**config.mk**
```make
export PLATFORM = sky130hd
export DESIGN_NAME = carpool_inj_ctrl
export DESIGN_NICKNAME = d
export VERILOG_FILES = /design/src/rtl/carpool_inj_ctrl_pkg.sv /design/src/rtl/carpool_match_pe.sv /design/src/rtl/carpool_inj_ctrl.sv
export SDC_FILE = /design/constraint.sdc
export NUM_CORES = 1
export LEC_CHECK = 0
export BUFFER_PORTS_ARGS = -buffer_cell sky130_fd_sc_hd__clkbuf_2
export CAP_MARGIN = 10
export CORE_MARGIN = 1
export CORE_UTILIZATION = 31
export CTS_BUF_LIST = sky130_fd_sc_hd__clkbuf_8
export DETAILED_ROUTE_END_ITERATION = 10
export GPL_TIMING_DRIVEN = 0
export HOLD_SLACK_MARGIN = 0.1
export SETUP_SLACK_MARGIN = 0.1
export SLEW_MARGIN = 10
export SYNTH_ARGS = -nofsm -noshare
export SYNTH_HDL_FRONTEND = slang
export SYNTH_SLANG_ARGS = --single-unit
```
**constraint.sdc**
```tcl
create_clock -name clk -period 2.5 [get_ports clk]
set_input_delay 0.25 -clock clk [delete_from_list [all_inputs] [get_ports clk]]
set_output_delay 0.25 -clock clk [all_outputs]
set_load 0.03 [all_outputs]
```
**src/rtl/carpool_inj_ctrl_pkg.sv**
```systemverilog
// Shared types and router-wide field widths for the carpool injection controller.
package carpool_inj_ctrl_pkg;

    typedef enum logic [1:0] {
        IDLE   = 2'd0,
        WAIT   = 2'd1,
        INJECT = 2'd2
    } state_t;

    localparam int SRC_LIST_WIDTH = 16;
    localparam int MEM_ADDR_WIDTH = 8;
    localparam int DST_WIDTH      = 16;
    localparam int NUM_FLIT_WIDTH = 2;

endpackage

```
**src/rtl/carpool_match_pe.sv**
```systemverilog
// Parallel comparison of the pending flit against every network input port,
// followed by a lowest-index priority pick.
module carpool_match_pe
    import carpool_inj_ctrl_pkg::*;
#(
    parameter int NUM_IN = 4,
    parameter int ADDR_W = MEM_ADDR_WIDTH,
    parameter int DST_W  = DST_WIDTH,
    parameter int FID_W  = NUM_FLIT_WIDTH
) (
    input  logic [NUM_IN-1:0]        net_hs,
    input  logic [NUM_IN*ADDR_W-1:0] net_addr,
    input  logic [NUM_IN*DST_W-1:0]  net_dst,
    input  logic [NUM_IN*FID_W-1:0]  net_flitID,
    input  logic [ADDR_W-1:0]        pend_addr,
    input  logic [DST_W-1:0]         pend_dst,
    input  logic [FID_W-1:0]         pend_flitID,
    output logic                     match_any,
    output logic [NUM_IN-1:0]        match_onehot
);

    logic [NUM_IN-1:0] match;
    logic              found;

    always_comb begin
        match = '0;
        for (int unsigned i = 0; i < NUM_IN; i++) begin
            match[i] = net_hs[i]
                    && (net_addr[i*ADDR_W +: ADDR_W] == pend_addr)
                    && (net_dst[i*DST_W +: DST_W] == pend_dst)
                    && (net_flitID[i*FID_W +: FID_W] == pend_flitID);
        end
    end

    always_comb begin
        match_onehot = '0;
        found        = 1'b0;
        for (int unsigned i = 0; i < NUM_IN; i++) begin
            if (match[i] && !found) begin
                match_onehot[i] = 1'b1;
                found           = 1'b1;
            end
        end
    end

    assign match_any = |match;

endmodule

```
**src/rtl/carpool_inj_ctrl.sv**
```systemverilog
// Local-port injection scheduler: holds a multicast flit briefly so it can
// piggyback on a matching in-flight flit, otherwise injects it.
module carpool_inj_ctrl
    import carpool_inj_ctrl_pkg::*;
#(
    parameter int NUM_IN   = 4,
    parameter int SRC_W    = SRC_LIST_WIDTH,
    parameter int ADDR_W   = MEM_ADDR_WIDTH,
    parameter int DST_W    = DST_WIDTH,
    parameter int FID_W    = NUM_FLIT_WIDTH,
    parameter int HOLD_MAX = 4,
    parameter int CNT_W    = 16
) (
    input  logic                     clk,
    input  logic                     reset,
    input  logic                     inj_valid,
    input  logic                     inj_mc,
    input  logic [SRC_W-1:0]         inj_srcList,
    input  logic [ADDR_W-1:0]        inj_addr,
    input  logic [DST_W-1:0]         inj_dst,
    input  logic [FID_W-1:0]         inj_flitID,
    output logic                     inj_ready,
    input  logic [NUM_IN-1:0]        net_hs,
    input  logic [NUM_IN*ADDR_W-1:0] net_addr,
    input  logic [NUM_IN*DST_W-1:0]  net_dst,
    input  logic [NUM_IN*FID_W-1:0]  net_flitID,
    output logic                     merge_en,
    output logic [NUM_IN-1:0]        merge_port,
    output logic [SRC_W-1:0]         merge_srcList,
    output logic                     out_valid,
    output logic [SRC_W-1:0]         out_srcList,
    output logic [ADDR_W-1:0]        out_addr,
    output logic [DST_W-1:0]         out_dst,
    output logic [FID_W-1:0]         out_flitID,
    output logic                     done,
    output logic [CNT_W-1:0]         merge_cnt,
    output logic [CNT_W-1:0]         timeout_cnt
);

    localparam int WCNT_W = (HOLD_MAX > 1) ? $clog2(HOLD_MAX) : 1;
    localparam logic [WCNT_W-1:0] WAIT_LAST = (HOLD_MAX > 0) ? WCNT_W'(HOLD_MAX - 1) : '0;

    state_t              state, next_state;
    logic [SRC_W-1:0]    pend_srcList;
    logic [ADDR_W-1:0]   pend_addr;
    logic [DST_W-1:0]    pend_dst;
    logic [FID_W-1:0]    pend_flitID;
    logic [WCNT_W-1:0]   wait_cnt;
    logic                match_any;
    logic [NUM_IN-1:0]   match_onehot;
    logic                slot_free;
    logic                wait_last;

    carpool_match_pe #(
        .NUM_IN (NUM_IN),
        .ADDR_W (ADDR_W),
        .DST_W  (DST_W),
        .FID_W  (FID_W)
    ) u_match_pe (
        .net_hs       (net_hs),
        .net_addr     (net_addr),
        .net_dst      (net_dst),
        .net_flitID   (net_flitID),
        .pend_addr    (pend_addr),
        .pend_dst     (pend_dst),
        .pend_flitID  (pend_flitID),
        .match_any    (match_any),
        .match_onehot (match_onehot)
    );

    assign slot_free = ~&net_hs;
    assign wait_last = (wait_cnt == WAIT_LAST);

    always_ff @(posedge clk) begin
        if (reset) begin
            state <= IDLE;
        end else begin
            state <= next_state;
        end
    end

    always_comb begin
        next_state = state;
        case (state)
            IDLE: begin
                if (inj_valid) begin
                    next_state = (inj_mc && (HOLD_MAX > 0)) ? WAIT : INJECT;
                end
            end
            WAIT: begin
                if (match_any) begin
                    next_state = IDLE;
                end else if (wait_last) begin
                    next_state = INJECT;
                end
            end
            INJECT: begin
                if (slot_free) begin
                    next_state = IDLE;
                end
            end
            default: next_state = IDLE;
        endcase
    end

    always_comb begin
        inj_ready     = 1'b0;
        merge_en      = 1'b0;
        merge_port    = '0;
        merge_srcList = '0;
        out_valid     = 1'b0;
        out_srcList   = '0;
        out_addr      = '0;
        out_dst       = '0;
        out_flitID    = '0;
        done          = 1'b0;
        case (state)
            IDLE: inj_ready = 1'b1;
            WAIT: begin
                if (match_any) begin
                    merge_en      = 1'b1;
                    merge_port    = match_onehot;
                    merge_srcList = pend_srcList;
                    done          = 1'b1;
                end
            end
            INJECT: begin
                out_valid   = 1'b1;
                out_srcList = pend_srcList;
                out_addr    = pend_addr;
                out_dst     = pend_dst;
                out_flitID  = pend_flitID;
                done        = slot_free;
            end
            default: ;
        endcase
    end

    always_ff @(posedge clk) begin
        if (reset) begin
            pend_srcList <= '0;
            pend_addr    <= '0;
            pend_dst     <= '0;
            pend_flitID  <= '0;
            wait_cnt     <= '0;
            merge_cnt    <= '0;
            timeout_cnt  <= '0;
        end else begin
            if (state == IDLE && inj_valid) begin
                pend_srcList <= inj_srcList;
                pend_addr    <= inj_addr;
                pend_dst     <= inj_dst;
                pend_flitID  <= inj_flitID;
                wait_cnt     <= '0;
            end
            // A match in the final compare cycle takes precedence over the timeout.
            if (state == WAIT) begin
                if (match_any) begin
                    if (merge_cnt != '1) merge_cnt <= merge_cnt + CNT_W'(1);
                end else if (wait_last) begin
                    if (timeout_cnt != '1) timeout_cnt <= timeout_cnt + CNT_W'(1);
                end else begin
                    wait_cnt <= wait_cnt + WCNT_W'(1);
                end
            end
        end
    end

endmodule
```
==> summary.txt, run 1 <==
Synth
  • Multiplexer area fraction after synthesis: 1.43%
  • Synth warn: 0
  • Synth Area in Simple Gates: 34.5%
  • Post-synth top area share: 29.2%
  • Asr flop ratio synth: 0%
  • Count of cell types in the netlist: 43
  • Mapped Area: 0.00534 mm^2
  • Main synth FF type: dfxtp_1
  • Number of flops mapped to enable cells by yosys: 0
  • Post-Syn Nets: 866
  • Area contributors post-synth: dfxtp_1, xnor2_1, nand2_1
  • Synth Area in Adders: 1.41%
  • Post-Synthesis Cells: 706
  • Synth Area in Compound Gates: 10.1%
  • Sequential area share after synthesis: 29.2%
  • Avg Inst Size Synth: 7.57 um^2
  • Main combinational cell family by area after synthesis: simple AND/OR/NAND/NOR gates
  • Yosys reg bits: 78
  • XOR/XNOR Fraction of Synth Area: 17.1%
  • Synth area leader: dfxtp_1

Global routing
  • Congestion Overflow GR: 0
  • Initial antenna violation count: 0
  • Vias in the first global route: 6110
  • Pin count of the biggest net entering global routing: 14
  • First-pass GRT wire length: 34600 um
  • GRT Util Overall: 25.7%

Critical path
  • Cells along the critical path: clkbuf_8 > xor2_1 > nor4_1 > nand3_1 > or4_4 > a41oi_4 > buf_6 > buf_8 > and2_4 > buf_8
  • Max incr delay on CP: 0.56 ns
  • Setup CP Type: reg -> out
  • Kind of cell adding the most delay to the critical path: simple AND/OR/NAND/NOR gates
  • Worst setup EP type: output port
  • Buf/Inv on CP: 4
  • CP arrival: 2.65 ns
  • Critical path's slowest cell: or4_4
  • Critical path data required time: 2.25 ns
  • FF-to-FF Start: pend_dst[6]
  • Top cell by count, worst path: buf_8
  • Worst setup path start: pend_addr[6]
  • Critical-path maximum fanout: 6
  • Type of origin of the critical path: flop

STA
  • Fin. Hold Viols: 0
  • Worst-Margin Slew: 0.634 ns
  • Fmax: 345 MHz
  • Final setup viols: 46
  • Final setup margin: -0.398 ns
  • RSZ-0062 raised after global routing: true
  • Max-slew violation total from the final report: 0
  • Part of the cycle the worst path needs: 116%
  • Final min period: 2.90 ns
  • Total negative setup slack: -9.19 ns
  • Skew final: 0.0113 ns
  • Slew Limit Headroom: 57.7%

Final layout
  • Area of the multi-input gates: 0.00400 mm^2
  • FF+latch area: 0.00157 mm^2
  • Net total in the final layout: 1203
  • Fin cells: 1268
  • Fraction of layout cells with a size suffix above 1: 41.2%
  • Fin util: 52.2%
  • Area grow syn2layout: 63.2%
  • Most frequent cells in the layout: clkbuf_2, nand2_1, dfxtp_1, a21oi_1, nand4_1
  • Layout fillers: 1650
  • # diodes: 0
  • Most common cell after layout, fill and taps aside: clkbuf_2

Clock network
  • CTS sink count: 78
  • H-tree depth: 3
  • Clock latency on the worst-skew pair: 0.37 ns
  • Reg clk slew, reported paths: 0.08 ns
  • Total CTS buffers: 9
  • Cell at the root of the clock tree: clkbuf_8
  • Clock buffer depth: 2
  • CTS tree: yes

Flow run
  • Max Cap Viol: 0

Floorplan
  • Starting density of the core: 32.0%
  • Die area: 0.0178 mm^2
  • Core ar.: 0.0167 mm^2
  • Die height: 133 um
  • Row Count: 47
  • Top-Level Pins: 252
  • Die X: 133 um

Placement
  • DP HPWL: 17400 um
  • PortBufs: 251
  • Routability Congestion: 0.935
  • Placed insts: 1177

Detailed routing
  • Wire per inst: 18.4 um
  • DR vias/cell: 5.01
  • Vias: 6353
  • Drt total wl: 23300 um
  • Pre-antenna DRT Iters: 4
  • Iter 0 DRT Violations: 361
  • Post-route DRC: 0
  • Final ANT Viol Nets: 0

Hold path
  • Type of the tightest min-delay check: in -> reg
  • HP Start: inj_flitID[0]

Power
  • Leakage: 3.71 nW
  • Total power: 3.98 mW
  • Maximum vdd drop: 0.279 mV
  • PD cells: 457 mW/mm^2

Run status
  • Status: complete, but fails checks
  • Failing checks: negative setup slack
path summary, 6_finish.rpt:
check / end / slack (ns) / cells after the start
worst min-delay path: pend_flitID[0] / 0.12 / 3
worst max register to register: merge_cnt[6] / -0.18 / 11
worst min register to register: wait_cnt[1] / 0.47 / 2
worst max-delay path: merge_srcList[14] / -0.40 / 10
sequential cells by signal, summed over array words and instances, names as in the netlist:
signal and count:
timeout_cnt 16, pend_addr 8, state 2, pend_dst 16, wait_cnt 2, merge_cnt 16, pend_flitID 2, pend_srcList 16
report_power, final:
group | switching, mW | internal [mW] | total (mW)
logic | 0.893 | 0.646 | 1.54
clock network | 0.492 | 0.586 | 1.08
registers | 0.0418 | 1.32 | 1.36
total | 1.43 | 2.56 | 3.98
cell type report:
type                            instances  share of cell area (%)
Multi-Input combinational cell        558                    45.9
Timing Repair Buffer                  327                    25.1
Sequential cell                        78                    18.0
Buffer                                 61                    4.94
Tap cell                              220                    3.16
Clock buffer                           10                    1.58
Clock inverter                          6                   0.976
Inverter                                8                   0.344
timing repair:
action	CTS	global route
buffers inserted	22	17
pin swaps	44	27
hold endpoints to repair	40	0
setup endpoints to repair	69	58
hold buffers	40	0
resized for setup	138	76
cloned	1	1
cells in the mapped netlist (all sizes together), types with 2 or more instances:
cell	instances
nand2	108
dfxtp	78
a21oi	69
xnor2	65
and2	60
nand4	48
xor2	39
clkbuf	33
buf	29
o21ai	21
nor2	19
nor4	19
or3	18
nand3	16
nor2b	9
or4	9
inv	8
nor3	8
and3	6
and4	6
ha	6
mux2	5
nand2b	5
o31ai	5
nor4b	3
a41oi	2
mux2i	2
or2	2
tightest hold or removal path, cell delays in order:
cell and delay (ns):
clkbuf_2 0.09, nand2_1 0.05, a21oi_1 0.05
kinds of logic after synthesis:
kind of cell,Yosys count
DFF,78
and+or+nand+nor,340
adders and majority gates,6
buffers and inverters,70
muxes,7
xor gates and xnor gates,104
AOI/OAI and AO/OA,101
per-stage QoR:
| stage | hold WS [ns] | setup slack [ns] | cell area (um^2) |
|---|---|---|---|
| 6_report | 0.121 | -0.398 | 8720 |
| 5_1_grt | 0.124 | -0.551 | 8720 |
| 4_1_cts | 0.106 | -0.501 | 8280 |
| 3_5_place_dp | 0.460 | -0.449 | 6920 |
| 3_3_place_gp | 0.454 | -0.401 | 6920 |
| 2_1_floorplan | 0.386 | 0.0754 | 5390 |
metal layers:
metal  vias up  GRT usage [%]  share of wire, %
met5         -              0                 0
met4         0           9.79               3.5
met3        46           5.94               7.1
met2       248           45.3                49
met1      2973           30.2                40
li1       3086              -                 -
Note: power is estimated with default switching activity, not from simulation.
==> inputs of run 2 (changes only) <==
--- a/config.mk
+++ b/config.mk
@@ -17,4 +17,5 @@
 export SLEW_MARGIN = 10
 export SYNTH_ARGS = -nofsm -noshare
 export SYNTH_HDL_FRONTEND = slang
+export SYNTH_HIERARCHICAL = 1
 export SYNTH_SLANG_ARGS = --single-unit
==> constraint.sdc (replaced) <==
create_clock -name clk -period 2.9 [get_ports clk]
set_input_delay 0.29 -clock clk [delete_from_list [all_inputs] [get_ports clk]]
set_output_delay 0.29 -clock clk [all_outputs]
set_load 0.03 [all_outputs]
==> run 2 against run 1 <==
  * The flow still finishes with violations (negative setup slack)
  * Final cell count fell by 9.6%
  * Setup slack better by 0.22 ns
  * Clock power down 9.7%
  * Combinational power down 53%
  * Global-route usage down 3.5 points
  * Routed wire length is 16% lower
  * Non-clock buffer count down 78
  * Critical path type is now reg -> reg
  * Critical endpoint is now merge_cnt[15]
  * Largest power group is now sequential cells
==> summary.txt, run 2 <==
Floorplan
  • Die area: 0.0168 mm^2 (was 0.0178 mm^2)
  • Starting density of the core: 31.7% (was 32.0%)
  • Top-Level Pins: 252 (unchanged)
  • Die X: 129 um (was 133 um)
  • Row Count: 46 (was 47)
  • Core ar.: 0.0159 mm^2 (was 0.0167 mm^2)
  • Die height: 129 um (was 133 um)

Synth
  • Number of flops mapped to enable cells by yosys: 0 (unchanged)
  • Asr flop ratio synth: 0% (unchanged)
  • Area contributors post-synth: dfxtp_1, xnor2_1, nand2_1 (unchanged)
  • Synth Area in Adders: 1.49% (was 1.41%)
  • Synth Area in Compound Gates: 12.7% (was 10.1%)
  • Yosys reg bits: 78 (unchanged)
  • XOR/XNOR Fraction of Synth Area: 18.1% (was 17.1%)
  • Main synth FF type: dfxtp_1 (unchanged)
  • Mapped Area: 0.00504 mm^2 (was 0.00534 mm^2)
  • Post-Synthesis Cells: 638 (was 706)
  • Synth Area in Simple Gates: 31.7% (was 34.5%)
  • Avg Inst Size Synth: 7.90 um^2 (was 7.57 um^2)
  • Commonest cells post-synth: nand2_1, dfxtp_1, xnor2_1 (was nand2_1, dfxtp_1, a21oi_1)
  • Multiplexer area fraction after synthesis: 1.29% (was 1.43%)
  • Main combinational cell family by area after synthesis: simple AND/OR/NAND/NOR gates (unchanged)
  • Post-synth top area share: 31.0% (was 29.2%)
  • Top-count cell post-synth: nand2_1 (unchanged)
  • Post-Syn Nets: 798 (was 866)
  • Synth area leader: dfxtp_1 (unchanged)
  • Synth warn: 6 (was 0)
  • Sequential area share after synthesis: 31.0% (was 29.2%)
  • Count of cell types in the netlist: 55 (was 43)

Detailed routing
  • Wire per inst: 17.1 um (was 18.4 um)
  • Iter 0 DRT Violations: 265 (was 361)
  • Vias: 5651 (was 6353)
  • Post-route DRC: 0 (unchanged)
  • Pre-antenna DRT Iters: 5 (was 4)
  • Drt total wl: 19600 um (was 23300 um)
  • DR vias/cell: 4.93 (was 5.01)
  • Final ANT Viol Nets: 0 (unchanged)

Final layout
  • # diodes: 0 (unchanged)
  • Most common cell after layout, fill and taps aside: clkbuf_2 (unchanged)
  • Area grow syn2layout: 48.5% (was 63.2%)
  • Net total in the final layout: 1085 (was 1203)
  • Most frequent cells in the layout: clkbuf_2, nand2_1, xnor2_1, a21oi_1, dfxtp_1 (was clkbuf_2, nand2_1, dfxtp_1, a21oi_1, nand4_1)
  • Fraction of layout cells with a size suffix above 1: 39.5% (was 41.2%)
  • Final instance area: 0.00748 mm^2 (was 0.00872 mm^2)

Critical path
  • Buf/Inv on CP: 1 (was 4)
  • Top cell by count, worst path: nand4_1 (was buf_8)
  • Critical path data required time: 3.20 ns (was 2.25 ns)
  • CP arrival: 3.38 ns (was 2.65 ns)
  • Critical path's slowest cell: or4_4 (unchanged)
  • Worst r2r dst: merge_cnt[15] (was merge_cnt[6])
  • Worst setup path start: pend_dst[13] (was pend_addr[6])
  • FF-to-FF Start: pend_dst[13] (was pend_dst[6])
  • Cells along the critical path: xnor2_1 > nand4_1 > nor4_2 > nand4_1 > nand4b_1 > buf_6 > nand4_1 > or4_4 > or4_4 > a21oi_2 (was clkbuf_8 > xor2_1 > nor4_1 > nand3_1 > or4_4 > a41oi_4 > buf_6 > buf_8 > and2_4 > buf_8)
  • Flop2flop setup slack: -0.17 ns (was -0.18 ns)
  • Stages on the worst setup path: 10 (unchanged)
  • Worst setup EP type: flop (was output port)
  • R2R depth: 10 (was 11)
  • Kind of cell adding the most delay to the critical path: simple AND/OR/NAND/NOR gates (unchanged)
  • Crit path to: merge_cnt[15] (was merge_srcList[14])
  • Setup CP Type: reg -> reg (was reg -> out)
  • Critical-path maximum fanout: 7 (was 6)
  • Type of origin of the critical path: flop (unchanged)
  • Max incr delay on CP: 0.56 ns (about the same)

Global routing
  • Initial antenna violation count: 0 (unchanged)
  • GRT Util Overall: 22.2% (was 25.7%)
  • Congestion Overflow GR: 0 (unchanged)
  • First-pass GRT wire length: 27700 um (was 34600 um)
  • Vias in the first global route: 5245 (was 6110)
  • Pin count of the biggest net entering global routing: 13 (was 14)

Clock network
  • CTS Hold Bufs: 0 (was 40)
  • Total CTS buffers: 9 (unchanged)
  • CTS sink count: 78 (unchanged)
  • Reg clk slew, reported paths: 0.08 ns (about the same)
  • CTS tree: yes (unchanged)
  • Cell at the root of the clock tree: clkbuf_8 (unchanged)
  • Clock buffer depth: 2 (unchanged)
  • H-tree depth: 3 (unchanged)
  • Clock latency on the worst-skew pair: 0.38 ns (was 0.37 ns)

Placement
  • PortBufs: 251 (unchanged)
  • Routability Congestion: 0.903 (was 0.935)
  • Post-DP Area: 0.00659 mm^2 (was 0.00692 mm^2)
  • DP HPWL: 15100 um (was 17400 um)

Power
  • Sw frac: 31.6% (was 35.8%)
  • Combinational share of power: 24.7% (was 38.7%)
  • Switching pwr: 920 uW (was 1.43 mW)
  • Total power: 2.91 mW (was 3.98 mW)
  • Clk pwr share: 33.5% (was 27.1%)
  • Leakage: 3.30 nW (was 3.71 nW)
  • Maximum vdd drop: 0.221 mV (was 0.279 mV)
  • Pint: 1.99 mW (was 2.56 mW)
  • Part of the power in registers: 41.7% (was 34.3%)
  • PD cells: 389 mW/mm^2 (was 457 mW/mm^2)

STA
  • Max-slew violation total from the final report: 0 (unchanged)
  • Final setup margin: -0.175 ns (was -0.398 ns)
  • Worst-Margin Slew: 0.855 ns (was 0.634 ns)
  • Total negative setup slack: -2.79 ns (was -9.19 ns)
  • Final min period: 3.07 ns
  • Part of the cycle the worst path needs: 106%
  • RSZ-0062 raised after global routing: true (unchanged)
  • Min Hold Slack: 0.123 ns (was 0.121 ns)
  • Fin. Hold Viols: 0 (unchanged)
  • Slew Limit Headroom: 42.5% (was 57.7%)
  • Skew final: 0.0130 ns (was 0.0113 ns)
  • Final setup viols: 27 (was 46)
  • Fmax: 325 MHz

Hold path
  • Type of the tightest min-delay check: in -> reg (unchanged)

Run status
  • Status: complete, but fails checks (unchanged)
  • Failing checks: negative setup slack (unchanged)

Flow run
  • Max Cap Viol: 0 (unchanged)
[run 2: cell count changes in the layout (fill, tap and decap cells not counted), moves of 14 or more]
cell           delta
dfxtp_1          -14
xnor2_2          -15
and2_4           -16
buf_8            -21
dlygate4sd3_1    -40
o21ai_0          -15
xnor2_1          +24
nand4_1          -15
[run 2: repair_timing]
action | 4_1_cts | 5_1_grt
buffers inserted | 13 | 12
resized for setup | 75 | 63
cloned | 0 | 1
endpoints found under the setup margin | 50 | 49
endpoints found under the hold margin | 0 | 0
pin swaps | 7 | 21
[run 2: per-stage QoR]
step	cells	util, %	worst slack, ns
4_1_cts	1134	45.3	-0.213
6_report	1146	47.1	-0.175
3_3_place_gp	1105	41.5	-0.509
2_1_floorplan	638	-	0.0513
3_5_place_dp	1105	41.5	-0.480
5_1_grt	1146	47.1	-0.313
[run 2: power groups by stage]
| stage | clock [mW] | sequential, mW | combinational, mW |
|---|---|---|---|
| floorplan | 0 | 1.21 | 0.414 |
| global placement | 0 | 1.24 | 0.666 |
| detailed placement | 0 | 1.24 | 0.670 |
| CTS | 1.00 | 1.21 | 0.701 |
| global route | 1.06 | 1.22 | 0.787 |
| finish | 0.975 | 1.21 | 0.720 |
[run 2: layout make-up]
type	count	area, um^2
Fill cell	1662	8400
Multi-Input combinational cell	513	3500
Timing Repair Buffer	276	1630
Sequential cell	78	1610
Tap cell	216	270
Buffer	34	194
Clock buffer	12	165
Clock inverter	4	68.8
Inverter	13	48.8
[run 2: routing by layer]
metal	vias to the layer above	routed length, um	part of all wire (%)	GRT usage, %
met3	29	1270	6.5	4.17
met4	0	674	3.4	10.6
li1	2821	-	-	-
met1	2587	7740	40	24.6
met5	-	0	0	0
met2	214	9900	51	40.9
[run 2: cells by family (layout without fill, tap and decap cells)]
| family | count (synthesis) | count (layout) |
|---|---|---|
| AOI/OAI and AO/OA | 105 | 105 |
| xor gates and xnor gates | 104 | 104 |
| adders and majority gates | 6 | 6 |
| buffers and inverters | 47 | 339 |
| DFF | 78 | 78 |
| muxes | 6 | 6 |
| and+or+nand+nor | 292 | 292 |
[run 2: how the worst min path moves through the flow]
stage | from | end | slack, ns | depth (start not counted)
3_3_place_gp | pend_srcList[8] | pend_srcList[8] | 0.45 | 2
3_5_place_dp | pend_dst[1] | pend_dst[1] | 0.46 | 2
6_report | inj_addr[6] | pend_addr[6] | 0.12 | 3
2_1_floorplan | inj_addr[2] | pend_addr[2] | 0.42 | 2
4_1_cts | inj_dst[5] | pend_dst[5] | 0.11 | 3
5_1_grt | inj_addr[3] | pend_addr[3] | 0.11 | 3
[run 2: tightest hold or removal path: cells and delay by family]
family,cells,cell delay (ns)
buf+inv,1,0.08
simple gates,1,0.04
compound gates,1,0.05
